`src/rtl/servo_pkg.sv`:
```
// Shared defaults, duty helper and packed duty-vector type for the multi-channel servo PWM stage.
package servo_pkg;

  localparam int unsigned CANT_BITS_DEF = 16;
  localparam int unsigned PWM_BITS_DEF  = 8;
  localparam int unsigned N_CH_DEF      = 2;

  typedef logic [N_CH_DEF-1:0][PWM_BITS_DEF-1:0] duty_vec_t;

  // Largest duty value; also the period length in ticks.
  function automatic int unsigned duty_max(input int unsigned pwm_bits);
    return (32'd1 << pwm_bits) - 32'd1;
  endfunction

endpackage

```
`src/rtl/servo_pwm_mc_if.sv`:
```
// Sample stream from the PID/rounding stage: packed signed samples plus per-channel strobes.
interface servo_pwm_mc_if #(
    parameter int unsigned N_CH      = servo_pkg::N_CH_DEF,
    parameter int unsigned CANT_BITS = servo_pkg::CANT_BITS_DEF
);

    logic [N_CH*CANT_BITS-1:0] Yk_in;
    logic [N_CH-1:0]           Yk_valid;

    modport master (output Yk_in, output Yk_valid);
    modport slave  (input Yk_in, input Yk_valid);

endinterface

```
`src/rtl/servo_sat_round.sv`:
```
// Combinational round-half-up, arithmetic shift and saturation of one signed sample to a duty.
module servo_sat_round
    import servo_pkg::*;
#(
    parameter int unsigned CANT_BITS = CANT_BITS_DEF,
    parameter int unsigned PWM_BITS  = PWM_BITS_DEF,
    parameter int unsigned SHIFT     = CANT_BITS - PWM_BITS - 1
) (
    input  logic signed [CANT_BITS-1:0] yk,
    output logic        [PWM_BITS-1:0]  duty,
    output logic                        sat
);

    localparam logic signed [CANT_BITS:0] Half = (CANT_BITS + 1)'(1) <<< (SHIFT - 1);
    localparam logic signed [CANT_BITS:0] MaxD = (CANT_BITS + 1)'(duty_max(PWM_BITS));

    logic signed [CANT_BITS:0] sum;
    logic signed [CANT_BITS:0] r;

    // One extra bit keeps the rounding add from overflowing at the positive rail.
    always_comb begin
        sum  = {yk[CANT_BITS-1], yk} + Half;
        r    = sum >>> SHIFT;
        duty = '0;
        sat  = 1'b0;
        if (r[CANT_BITS]) begin
            sat = 1'b1;
        end else if (r > MaxD) begin
            duty = '1;
            sat  = 1'b1;
        end else begin
            duty = r[PWM_BITS-1:0];
        end
    end

endmodule

```
`src/rtl/servo_pwm_mc.sv`:
```
// N-channel servo PWM output stage with shadow/active duty double-buffering and tick prescaler.
// Optional sticky saturation flags are built when SERVO_PWM_SAT_FLAG_EN is defined.
module servo_pwm_mc
    import servo_pkg::*;
#(
    parameter int unsigned CANT_BITS  = CANT_BITS_DEF,
    parameter int unsigned PWM_BITS   = PWM_BITS_DEF,
    parameter int unsigned SHIFT      = CANT_BITS - PWM_BITS - 1,
    parameter int unsigned N_CH       = N_CH_DEF,
    parameter int unsigned PRESC_BITS = 12
) (
    input  logic                     Clk_P,
    input  logic                     Rst_P,
    input  logic                     Enable,
    input  logic [PRESC_BITS-1:0]    Presc,
    servo_pwm_mc_if.slave            smp,
    output logic [N_CH-1:0]          PWM_out,
    output logic [N_CH*PWM_BITS-1:0] Duty_act,
    output logic                     Period_start
`ifdef SERVO_PWM_SAT_FLAG_EN
    ,
    output logic [N_CH-1:0]          Sat_flag
`endif
);

    localparam logic [PWM_BITS-1:0] PMax = PWM_BITS'(duty_max(PWM_BITS) - 1);

    logic [PRESC_BITS-1:0]         pres_q;
    logic [PWM_BITS-1:0]           cnt_q;
    logic [N_CH-1:0][PWM_BITS-1:0] shadow_q;
    logic [N_CH-1:0][PWM_BITS-1:0] active_q;
    logic [N_CH-1:0][PWM_BITS-1:0] duty_w;
    logic [N_CH-1:0]               sat_w;
    logic [N_CH-1:0]               pwm_q;
    logic                          period_start_q;
    logic                          tick;
    logic                          wrap;

    // >= so that lowering Presc below the running count ticks straight away.
    assign tick = Enable && (pres_q >= Presc);
    assign wrap = tick && (cnt_q == PMax);

    for (genvar k = 0; k < N_CH; k++) begin : g_ch
        servo_sat_round #(
            .CANT_BITS (CANT_BITS),
            .PWM_BITS  (PWM_BITS),
            .SHIFT     (SHIFT)
        ) u_sat_round (
            .yk   (smp.Yk_in[k*CANT_BITS +: CANT_BITS]),
            .duty (duty_w[k]),
            .sat  (sat_w[k])
        );
    end

    always_ff @(posedge Clk_P or negedge Rst_P) begin
        if (!Rst_P) begin
            pres_q         <= '0;
            cnt_q          <= '0;
            shadow_q       <= '0;
            active_q       <= '0;
            pwm_q          <= '0;
            period_start_q <= 1'b0;
        end else begin
            for (int unsigned k = 0; k < N_CH; k++) begin
                if (smp.Yk_valid[k]) shadow_q[k] <= duty_w[k];
            end
            if (!Enable) begin
                pres_q         <= '0;
                cnt_q          <= '0;
                pwm_q          <= '0;
                period_start_q <= 1'b0;
            end else begin
                pres_q         <= tick ? '0 : pres_q + 1'b1;
                period_start_q <= wrap;
                if (tick) cnt_q <= wrap ? '0 : cnt_q + 1'b1;
                // Old shadow is taken here, so a sample landing on this edge waits a period.
                if (wrap) active_q <= shadow_q;
                for (int unsigned k = 0; k < N_CH; k++) begin
                    pwm_q[k] <= (cnt_q < active_q[k]);
                end
            end
        end
    end

    assign PWM_out      = pwm_q;
    assign Duty_act     = active_q;
    assign Period_start = period_start_q;

`ifdef SERVO_PWM_SAT_FLAG_EN
    logic [N_CH-1:0] sat_q;
    logic            enable_q;

    always_ff @(posedge Clk_P or negedge Rst_P) begin
        if (!Rst_P) begin
            sat_q    <= '0;
            enable_q <= 1'b0;
        end else begin
            enable_q <= Enable;
            sat_q    <= ((enable_q && !Enable) ? '0 : sat_q) | (smp.Yk_valid & sat_w);
        end
    end

    assign Sat_flag = sat_q;
`else
    logic unused_sat;
    assign unused_sat = ^sat_w;
`endif

endmodule

```
`src/flat_wrapper.sv`:
```
// flat-port wrapper written by rule: the top's interface ports become plain ports
module servo_pwm_mc_flat import servo_pkg::*;
#(
    parameter int unsigned CANT_BITS  = CANT_BITS_DEF,
    parameter int unsigned PWM_BITS   = PWM_BITS_DEF,
    parameter int unsigned SHIFT      = CANT_BITS - PWM_BITS - 1,
    parameter int unsigned N_CH       = N_CH_DEF,
    parameter int unsigned PRESC_BITS = 12
)
  (Clk_P, Rst_P, Enable, Presc, PWM_out, Duty_act, Period_start, smp_Yk_in, smp_Yk_valid);
  servo_pwm_mc_if #(.N_CH(N_CH), .CANT_BITS(CANT_BITS)) smp_i ();
  input  logic Clk_P;
  input  logic Rst_P;
  input  logic Enable;
  input  logic [PRESC_BITS-1:0] Presc;
  output logic [N_CH-1:0] PWM_out;
  output logic [N_CH*PWM_BITS-1:0] Duty_act;
  output logic Period_start;
  input wire logic [$bits(smp_i.Yk_in)-1:0] smp_Yk_in;
  input wire logic [$bits(smp_i.Yk_valid)-1:0] smp_Yk_valid;
  assign smp_i.Yk_in = smp_Yk_in;
  assign smp_i.Yk_valid = smp_Yk_valid;
  servo_pwm_mc #(.CANT_BITS(CANT_BITS), .PWM_BITS(PWM_BITS), .SHIFT(SHIFT), .N_CH(N_CH), .PRESC_BITS(PRESC_BITS)) u_core (.Clk_P(Clk_P), .Rst_P(Rst_P), .Enable(Enable), .Presc(Presc), .smp(smp_i), .PWM_out(PWM_out), .Duty_act(Duty_act), .Period_start(Period_start));
endmodule
```
`config.mk`:
```
export PLATFORM = sky130hd
export DESIGN_NAME = servo_pwm_mc_flat
export DESIGN_NICKNAME = d
export VERILOG_FILES = /design/src/rtl/servo_pkg.sv /design/src/rtl/servo_pwm_mc_if.sv /design/src/rtl/servo_sat_round.sv /design/src/rtl/servo_pwm_mc.sv /design/src/flat_wrapper.sv
export SDC_FILE = /design/constraint.sdc
export NUM_CORES = 1
export LEC_CHECK = 0
export BUFFER_PORTS_ARGS = -buffer_cell sky130_fd_sc_hd__clkbuf_2
export CORE_MARGIN = 2
export CORE_UTILIZATION = 56
export CTS_BUF_LIST = sky130_fd_sc_hd__clkbuf_16
export DETAILED_ROUTE_END_ITERATION = 16
export PLACE_DENSITY = 0.82
export SLEW_MARGIN = 15
export SYNTH_ARGS = -nofsm -noshare
export SYNTH_HDL_FRONTEND = slang
export SYNTH_HIERARCHICAL = 1
export SYNTH_SLANG_ARGS = --single-unit
```
`constraint.sdc`:
```
create_clock -name Clk_P -period 2.55 [get_ports Clk_P]
set_input_delay 0.255 -clock Clk_P [delete_from_list [all_inputs] [get_ports Clk_P]]
set_output_delay 0.255 -clock Clk_P [all_outputs]
set_load 0.01 [all_outputs]
```
== Word level (Yosys, flattened, before mapping) ==
Index checks and enable logic that the tools add are counted.

* Input port bits: 49
* Memories kept: 0
* Latch bits: 0
* Register bits: 55
* Output and inout bits: 19
* RAM bits: 0
* ROM bits: 0

* Shifts and indexed selects: 0
* Reductions and logical operators: 3
* Equality and inequality tests: 2
* $add $sub $neg: 4
* Divide/modulo/power cells: 0
* Muxes and demuxes: 11
* Multiply operators: 0
* Bitwise logic cells: 0
* Magnitude comparators: 5

{| class="wikitable"
|+ Operator list
! operator !! count
|-
| 8-bit two-way mux || 7
|-
| 16-bit by 8-bit adder with 17-bit output (second input constant) || 2
|-
| 12-bit two-way mux || 2
|-
| 10-bit by 9-bit > comparator with 1-bit output (second input constant) || 2
|-
| 8-bit < comparator || 2
|-
| 12-bit by 1-bit adder with 12-bit output (second input constant) || 1
|-
| 12-bit greater-or-equal comparator || 1
|-
| 8-bit by 1-bit adder with 8-bit output (second input constant) || 1
|-
| 8-bit equality test (second input constant) || 1
|-
| 1-bit logical AND || 2
|-
| 2-bit two-way mux || 1
|-
| 2-bit by 1-bit != test with 1-bit output (second input constant) || 1
|-
| 2-bit AND reduction || 1
|-
| 1-bit two-way mux || 1
|}

== Longest topological paths before layout ==
Gate-level depths: netlist (run 1).

* Depth after elaboration: 6
* Depth in mapped cells: 9

== Cells and area by module ==
Netlist (run 1), hierarchy kept.

{| class="wikitable"
|+ By module, submodules not included
! module !! area each (µm²) !! cells each !! instances
|-
| servo_pwm_mc || 3045.4 || 279 || 1
|-
| servo_sat_round || 242.7 || 36 || 2
|}

== Worst setup path before layout (run 1) ==
Ideal clock, no wire load.

* Kind: register -> register
* Start: register u_core.pres_q[0]
* End: register u_core.active_q, in the netlist u_core/Duty_act[0]
* Data required time: 2.425 ns
* Buffers on the path: 1
* Clock period less this slack: 2.299 ns
* Library setup time: 0.125 ns
* Arrival: 2.174 ns
* Cell stages (with the launch flop): 9
* Slack: 0.251 ns
* Cell sequence: dfrtp_1 -> inv_1 -> ha_1 -> nand2b_1 -> a2111oi_4 -> o31ai_4 -> o21ai_4 -> buf_6 -> mux2_4

* Word-level cells in the longest chain between the ends: 4

{| class="wikitable"
|+ Ends and longest elaborated chain
! element !! line !! RTL
|-
| start: declaration || servo_pwm_mc.sv:28 || <nowiki>logic [PRESC_BITS-1:0] pres_q;</nowiki>
|-
| start signal: assignment || servo_pwm_mc.sv:73 || <nowiki>pres_q <= tick ? '0 : pres_q + 1'b1;</nowiki>
|-
| 12-bit greater-or-equal comparator || servo_pwm_mc.sv:40 || <nowiki>assign tick = Enable && (pres_q >= Presc);</nowiki>
|-
| 1-bit logical AND || servo_pwm_mc.sv:40 ||
|-
| 1-bit logical AND || servo_pwm_mc.sv:41 || <nowiki>assign wrap = tick && (cnt_q == PMax);</nowiki>
|-
| 2-bit AND reduction (no source line) || -- ||
|-
| end signal: assignment || servo_pwm_mc.sv:77 || <nowiki>if (wrap) active_q <= shadow_q;</nowiki>
|-
| end: declaration || servo_pwm_mc.sv:31 || <nowiki>logic [N_CH-1:0][PWM_BITS-1:0] active_q;</nowiki>
|}

Every way passes these cells.
A chain may end at the register's enable or synchronous reset.

== Worst setup path in the final report (run 1) ==
* Start: register u_core.pres_q[8]
* End: register u_core.active_q, in the netlist u_core/Duty_act[2]

The elaborated chain is that of the path after synthesis.

==> run_results.csv, run 1 <==
group,metric,value,unit
run_status,status,"completed",
sta,fin_skew,0.00622,ns
placement,placed_area,3860,um2
sta,finalHoldViolCount,0,
synthesis,postSynthAreaPerCell,10.2,um2
pwr,internal-power,1.35,mW
sta,slew_headroom,53.6,%
flow_run,drv_cap,0,
pwr,p_per_area,442,nW/um2
floorplan,io_pins,68,
detailed_routing,route.met2.wl,3670,um
pwr,seqPwrFrac,52.0,%
sta,setup_ws,0.146,ns
setup_path,critPathLaunchType,"flip-flop",
global_route,grt_max_degree,56,
detailed_routing,routed_via_density,5.64,
setup_path,cpLargestDelayFamily,"simple AND/OR/NAND/NOR gates",
sta,rsz0062_at_grt,"false",
setup_path,max_stage_delay,0.43,ns
floorplan,fp.coreArea,5960,um2
pwr,power_frac_comb,10.9,%
sta,max_freq,416,MHz
synthesis,syn_area,3490,um2
clocking,cts_tree,"yes",
detailed_routing,wl_met1,3150,um
setup_path,criticalPathCategory,"flip-flop to flip-flop",
pwr,switching_share,23.8,%
clocking,cts_sinks,55,
floorplan,die_w,83.0,um
setup_path,reg2reg_slack,0.15,ns
placement,place_worst_setup_slack,0.168,ns
detailed_routing,wl_met3,221,um
floorplan,start_util,58.6,%
cells_and_area,diodes,0,
clocking,htree_levels,2,
detailed_routing,drcViolationCount,0,
sta,slew_viol_final,0,
placement,place_hpwl,5440,um
setup_path,cp_slowest_cell,"dfrtp_1",
cells_and_area,drive_gt1_share,28.5,%
placement,gp_congestion,0.860,
pwr,vdd_drop_max,231,uV
pwr,switching_power,0.421,mW
clocking,postCtsHoldBufs,0,
cells_and_area,synthToLayoutAreaGrowth,14.8,%
synthesis,yosysWarnings,6,
placement,port_buffers,55,
cells_and_area,postLayoutCoreUtil,67.3,%
detailed_routing,top_layer,"met4",
detailed_routing,ant_nets,0,
setup_path,worstReg2RegStart,"u_core/pres_q[8]",
global_route,grt_pass1_wl,12200,um
sta,setup_violations,0,
placement,place_inst,470,
sta,min_period_over_period,94.3,%
clocking,clock_path_buffers,2,
detailed_routing,wl_per_cell,14.9,um
setup_path,critPathBufInv,1,
pwr,power,1.77,mW
floorplan,fp-row-count,28,
setup_path,reg2reg_to,"u_core/Duty_act[2]",
sta,worstMarginPinSlew,0.695,ns
sta,period_needed,2.40,ns
detailed_routing,wl,7130,um
floorplan,die_area,6880,um2
sta,timing.hold.ws,0.0798,ns
clocking,clk_pin_slew,0.07,ns
setup_path,reg2reg_depth,7,
cells_and_area,final_area,4010,um2
global_route,grtUsageTotal,21.5,%
clocking,tritoncts.num_buffers,5,
synthesis,synth_cells,343,
global_route,grt_antenna_before_repair,0,
hold_path,hold_class,"primary input to asynchronous set/reset pin",
clocking,cts_setup_buffers,0,
detailed_routing,drtPass1Iterations,4,
setup_path,worstPathMaxFanout,17,
cells_and_area,final-instance-count-excl-fill,478,
global_route,grt_pass1_vias,2628,
setup_path,end_kind,"flip-flop",
pwr,p_leak,1.99,nW
clocking,post_cts_resized,0,
detailed_routing,num_vias,2696,
floorplan,die_h,83.0,um
cells_and_area,final_nets,482,
setup_path,path_cells,"ha_1 -> nand4_2 -> or3_4 -> o31ai_4 -> o21ai_4 -> buf_12 -> mux2_4",
sta,tns,0,ns
setup_path,crit_arrival,2.58,ns
global_route,grt-ovfl-total,0,
clocking,clk_latency,0.29,ns
detailed_routing,drt_iter0_drc,92,
synthesis,synth_fp_nets,423,
clocking,root_buffer,"clkbuf_16",
setup_path,cp.required,2.72,ns
pwr,pwr-share-clk,37.1,%
how the worst max path moves through the flow:
stage                      from                 end  slack (ns)  depth (start not counted)
4_1_cts        u_core/pres_q[9]     u_core/cnt_q[4]        0.13                          6
2_1_floorplan  u_core/pres_q[0]  u_core/Duty_act[0]        0.25                          8
6_report       u_core/pres_q[8]  u_core/Duty_act[2]        0.15                          7
3_5_place_dp   u_core/pres_q[9]     u_core/cnt_q[4]        0.17                          6
3_3_place_gp   u_core/pres_q[0]     u_core/cnt_q[6]        0.21                          7
5_1_grt        u_core/pres_q[8]     u_core/cnt_q[4]       0.004                          6
power by group through the flow:
stage	combinational, mW	clock, mW	sequential (mW)
2_1_floorplan	0.120	0	0.931
3_3_place_gp	0.187	0	0.936
3_5_place_dp	0.193	0	0.939
4_1_cts	0.195	0.671	0.921
5_1_grt	0.218	0.698	0.926
6_report	0.193	0.657	0.921
flip-flops by register name, indices dropped and copies added (netlist names):
signal / flops
u_core/Duty_act: 16
u_core/PWM_out: 2
u_core/Period_start: 1
u_core/shadow_q: 16
u_core/cnt_q: 8
u_core/pres_q: 12
cell type report:
cell class / count / area (um2)
clock inverter: 3 / 16.3
timing repair buffer: 58 / 310
multi-input combinational: 244 / 1940
sequential: 55 / 1380
fill: 471 / 1950
clock buffer: 5 / 125
tap: 75 / 93.8
inverter: 38 / 143
worst reg2reg max path: cells and delay by family (launching register included):
| kind | cells | cell delay, ns |
|---|---|---|
| compound gates | 2 | 0.53 |
| fa+ha+maj | 1 | 0.31 |
| buf+inv | 1 | 0.17 |
| flops | 1 | 0.43 |
| mux | 1 | 0.32 |
| simple gates | 2 | 0.55 |
cells in the final DEF (no fill, tap or decap), types with 6 or more instances in the layout:
master    count
nand4_1       6
ha_1         31
inv_1        39
nand2_1      27
nor2_1       19
mux2_4        9
mux2_2       23
a21oi_1      18
dfrtp_1      55
xnor2_1       6
xor2_1       17
o21ai_0      12
and3_1        8
nand3_1      13
clkbuf_2     55
routing by layer:
layer,track usage (%),up-vias
li1,-,1335
met1,27.4,1291
met2,36.9,59
met3,3.88,11
met4,7.00,0
met5,0,-
(Power assumes the default switching activity.)
==> run 2: changes to the inputs <==
--- a/config.mk
+++ b/config.mk
@@ -6,6 +6,7 @@
 export NUM_CORES = 1
 export LEC_CHECK = 0
 export BUFFER_PORTS_ARGS = -buffer_cell sky130_fd_sc_hd__clkbuf_2
+export CORE_ASPECT_RATIO = 0.8
 export CORE_MARGIN = 2
 export CORE_UTILIZATION = 56
 export CTS_BUF_LIST = sky130_fd_sc_hd__clkbuf_16
==> run_results.csv, run 2 (synthesis gave the netlist of run 1 again) <==
group,metric,value,unit
cells_and_area,synthToLayoutAreaGrowth,17.3,%
clocking,cts_tree,"yes",
placement,gp_congestion,0.872,
pwr,vdd_drop_max,388,uV
clocking,cts_sinks,55,
floorplan,die_h,74.6,um
sta,tns,0,ns
global_route,grt_antenna_before_repair,0,
detailed_routing,wl,7570,um
cells_and_area,fillers,464,
setup_path,cpLargestDelayFamily,"compound AO/OA/AOI/OAI gates",
sta,setup_violations,0,
clocking,tritoncts.num_buffers,5,
floorplan,start_util,58.4,%
clocking,htree_levels,2,
setup_path,cp_slowest_cell,"dfrtp_1",
global_route,grt_pass1_wl,13200,um
cells_and_area,diodes,0,
setup_path,path_cells,"inv_1 -> ha_1 -> nand2b_1 -> a2111oi_4 -> o31ai_4 -> o21ai_4 -> buf_12 -> mux2_2",
setup_path,end_kind,"flip-flop",
sta,slew_viol_final,0,
hold_path,min_path_cells,3,
sta,slew_headroom,65.1,%
detailed_routing,routed_via_density,5.70,
cells_and_area,final_cell_mix,"clkbuf_2 (55), dfrtp_1 (55), inv_1 (39)",
detailed_routing,ant_nets,0,
detailed_routing,num_vias,2782,
hold_path,hold_class,"primary input to flip-flop",
cells_and_area,final_area,4100,um2
setup_path,critPathBufInv,2,
detailed_routing,drtPass1Iterations,4,
placement,place_hpwl,5690,um
global_route,grt_pass1_vias,2827,
sta,finalHoldViolCount,0,
floorplan,fp-row-count,25,
pwr,p_per_area,484,nW/um2
setup_path,cp.required,2.72,ns
run_status,status,"completed",
sta,period_needed,2.45,ns
setup_path,cp.depth,8,
flow_run,drv_cap,0,
cells_and_area,final-instance-count-excl-fill,488,
floorplan,io_pins,68,
floorplan,die_w,92.3,um
sta,min_period_over_period,96.0,%
clocking,clk_latency,0.29,ns
placement,placed_area,3890,um2
placement,place_inst,479,
setup_path,reg2reg_depth,8,
clocking,clock_path_buffers,2,
floorplan,die_area,6890,um2
global_route,grt_max_degree,21,
cells_and_area,drive_gt1_share,29.2,%
clocking,root_buffer,"clkbuf_16",
global_route,grt-ovfl-total,0,
detailed_routing,drt_iter0_drc,151,
setup_path,worstPathMaxFanout,17,
setup_path,criticalPathCategory,"flip-flop to flip-flop",
clocking,clk_pin_slew,0.07,ns
setup_path,crit_arrival,2.62,ns
placement,port_buffers,55,
floorplan,fp.coreArea,5970,um2
cells_and_area,final_nets,486,
setup_path,max_stage_delay,0.44,ns
sta,rsz0062_at_grt,"false",
sta,fin_skew,0.00569,ns
sta,max_freq,409,MHz
setup_path,critPathLaunchType,"flip-flop",
sta,worstMarginPinSlew,0.518,ns
detailed_routing,wl_per_cell,15.5,um
detailed_routing,drcViolationCount,0,
global_route,grtUsageTotal,24.3,%
sta,timing.hold.ws,0.349,ns
pwr,p_leak,2.03,nW
## run 2: power breakdown
group          leakage, nW  switching [mW]  total [mW]  internal (mW)
sequential           0.749          0.0196       0.921          0.902
clock               0.0952           0.297       0.856          0.559
combinational         1.18           0.111       0.206         0.0955
total                 2.03           0.427        1.98           1.56
## run 2: worst paths after layout
path | endpoint | slack [ns] | startpoint
worst max-delay path | u_core/Duty_act[15] | 0.10 | u_core/pres_q[0]
max in group asynchronous | u_core/cnt_q[6] | 1.49 | Rst_P
worst min-delay path | u_core/cnt_q[1] | 0.35 | Enable
worst max register to register | u_core/Duty_act[15] | 0.10 | u_core/pres_q[0]
worst min register to register | u_core/shadow_q[7] | 0.51 | u_core/shadow_q[7]
min in group asynchronous | u_core/Duty_act[13] | 0.43 | Rst_P
## run 2: area by class of cell
type | count | area [um2] | share of cell area, %
clock inverter | 3 | 63.8 | 1.56
inverter | 38 | 143 | 3.48
tap | 81 | 101 | 2.47
multi-input combinational | 244 | 1940 | 47.5
clock buffer | 5 | 125 | 3.05
timing repair buffer | 62 | 343 | 8.37
sequential | 55 | 1380 | 33.6
## run 2: what timing repair did
action,4_1_cts,5_1_grt
endpoints found under the hold margin,16,0
setup buffers,0,0
hold buffers,1,0
setup endpoints to repair,0,13
gates resized for setup,0,2
## run 2: stage by stage
step / total power [mW] / utilization [%] / setup WS, ns
after floorplan: 1.05 / - / 0.251
after global placement: 1.13 / 65.2 / 0.129
after detailed placement: 1.14 / 65.2 / 0.0694
after CTS: 2.00 / 68.5 / 0.0154
after global routing: 2.06 / 68.6 / 0.0287
final: 1.98 / 68.6 / 0.102
## run 2: metal layers
metal	part of all wire, %	vias to the layer above	global-route usage (%)
met3	4.6	15	4.50
met4	1.7	0	8.62
met1	45	1355	32.4
met2	49	76	41.0
met5	0	-	0
li1	-	1336	-
## run 2: worst reg2reg max path: stages, from the launching register on
cell and delay (ns):
dfrtp_1 0.44, inv_1 0.08, ha_1 0.27, nand2b_1 0.18
a2111oi_4 0.43, o31ai_4 0.19, o21ai_4 0.20, buf_12 0.19
mux2_2 0.37
==> run 3: changes to the inputs <==
--- a/config.mk
+++ b/config.mk
@@ -8,10 +8,12 @@
 export BUFFER_PORTS_ARGS = -buffer_cell sky130_fd_sc_hd__clkbuf_2
 export CORE_ASPECT_RATIO = 0.8
 export CORE_MARGIN = 2
-export CORE_UTILIZATION = 56
+export CORE_UTILIZATION = 50
 export CTS_BUF_LIST = sky130_fd_sc_hd__clkbuf_16
+export CTS_CLUSTER_SIZE = 24
 export DETAILED_ROUTE_END_ITERATION = 16
-export PLACE_DENSITY = 0.82
+export MAX_ROUTING_LAYER = met4
+export PLACE_DENSITY = 0.77
 export SLEW_MARGIN = 15
 export SYNTH_ARGS = -nofsm -noshare
 export SYNTH_HDL_FRONTEND = slang
==> constraint.sdc (replaced) <==
create_clock -name Clk_P -period 2 [get_ports Clk_P]
set_input_delay 0.2 -clock Clk_P [delete_from_list [all_inputs] [get_ports Clk_P]]
set_output_delay 0.2 -clock Clk_P [all_outputs]
set_load 0.01 [all_outputs]
==> run_results.csv, run 3 (synthesis gave the netlist of run 1 again) <==
group,metric,value,unit
global_route,grt_pass1_vias,2879,
detailed_routing,drtPass1Iterations,5,
sta,slew_headroom,56.9,%
detailed_routing,num_vias,2908,
clocking,cts_tree,"yes",
sta,setup_ws,-0.253,ns
placement,port_buffers,55,
cells_and_area,synthToLayoutAreaGrowth,31.8,%
setup_path,critPathLaunchType,"flip-flop",
sta,fin_skew,0.00206,ns
global_route,grt-ovfl-total,0,
clocking,clk_latency,0.29,ns
setup_path,max_stage_delay,0.41,ns
floorplan,fp.coreArea,6820,um2
sta,slew_viol_final,0,
pwr,p_per_area,561,nW/um2
sta,period_needed,2.25,ns
clocking,cts_sinks,55,
setup_path,cp_slowest_cell,"dfrtp_1",
hold_path,hold_class,"primary input to flip-flop",
placement,placed_area,4130,um2
sta,rsz0062_at_grt,"true",
global_route,grt_pass1_wl,13100,um
cells_and_area,diodes,0,
detailed_routing,drt_iter0_drc,200,
sta,min_period_over_period,113,%
placement,gp_congestion,0.896,
sta,max_freq,444,MHz
clocking,htree_levels,2,
run_status,violations,"setup timing",
floorplan,die_w,97.4,um
cells_and_area,final_area,4600,um2
placement,place_hpwl,5820,um
clocking,clock_path_buffers,2,
sta,setup_violations,35,
sta,worstMarginPinSlew,0.646,ns
sta,tns,-5.35,ns
pwr,vdd_drop_max,400,uV
cells_and_area,drive_gt1_share,40.4,%
detailed_routing,ant_nets,0,
floorplan,die_h,78.7,um
setup_path,cp.required,2.17,ns
cells_and_area,final_cell_mix,"clkbuf_2 (55), dfrtp_1 (55), inv_1 (39)",
floorplan,fp-row-count,27,
clocking,root_buffer,"clkbuf_16",
detailed_routing,drcViolationCount,0,
clocking,tritoncts.num_buffers,5,
setup_path,path_cells,"ha_4 -> nand4_4 -> or3_4 -> o31ai_4 -> o21ai_4 -> buf_12 -> mux2_4",
pwr,power,2.58,mW
floorplan,start_util,51.2,%
setup_path,end_kind,"flip-flop",
pwr,p_leak,2.22,nW
floorplan,io_pins,68,
detailed_routing,wl_per_cell,15.6,um
detailed_routing,wl,8200,um
global_route,grt_antenna_before_repair,0,
run_status,status,"complete, but fails checks",
sta,timing.hold.ws,0.267,ns
flow_run,drv_cap,0,
setup_path,criticalPathCategory,"flip-flop to flip-flop",
setup_path,worstPathMaxFanout,14,
sta,finalHoldViolCount,0,
global_route,grt_max_degree,25,
detailed_routing,routed_via_density,5.54,
floorplan,die_area,7670,um2
clocking,clk_pin_slew,0.07,ns
setup_path,crit_arrival,2.42,ns
global_route,grtUsageTotal,21.4,%
cells_and_area,final_nets,517,
-- run 3: what timing repair did --
action,CTS,global route
gates cloned,0,0
gates resized for setup,26,29
hold endpoints to repair,21,0
setup buffers,3,3
setup endpoints to repair,33,36
hold buffers,1,0
pin swaps,13,6
-- run 3: path summary, 6_finish.rpt --
path / from / endpoint / slack, ns / cells past startpoint
min in group asynchronous: Rst_P / u_core/shadow_q[12] / 0.47 / 2
worst max-delay path: u_core/pres_q[9] / u_core/Duty_act[12] / -0.25 / 7
max in group asynchronous: Rst_P / u_core/cnt_q[2] / 0.92 / 3
worst min register to register: u_core/shadow_q[8] / u_core/Duty_act[8] / 0.50 / 1
worst min-delay path: Enable / u_core/cnt_q[1] / 0.27 / 3
worst max register to register: u_core/pres_q[9] / u_core/Duty_act[12] / -0.25 / 7
-- run 3: metal layers --
metal / wire length (um) / GRT usage [%]
met1: 3660 / 27.9
met2: 4010 / 35.6
met3: 421 / 3.26
met4: 112 / 5.56
met5: 0 / -
-- run 3: per-stage QoR --
step                util [%]  worst slack [ns]  instances
CTS                     65.3            -0.230        525
global route            67.4            -0.294        525
finish                  67.4            -0.253        525
floorplan                  -            -0.234        343
global placement        60.5            -0.195        513
detailed placement      60.5            -0.252        513
-- run 3: report_power, final --
group	switching, mW	internal (mW)	total (mW)	leakage [nW]
combinational	0.162	0.151	0.313	1.37
sequential	0.0217	1.15	1.17	0.749
clock	0.383	0.713	1.10	0.0952
-- run 3: critical path, delay by kind of cell, from the launching register on --
kind                     cells  cell delay [ns]
AND/OR/NAND/NOR              2             0.51
multiplexers                 1             0.30
buffers and inverters        1             0.18
adder cells (fa/ha/maj)      1             0.29
AO/OA/AOI/OAI                2             0.43
flip-flops                   1             0.41
-- run 3: final cells by class --
class                      count  area, um2
clock buffer                   5        125
clock inverter                 3       63.8
fill                         503       2220
inverter                      38        143
multi-input combinational    244       2170
sequential                    55       1380
tap                           87        109
timing repair buffer          93        612
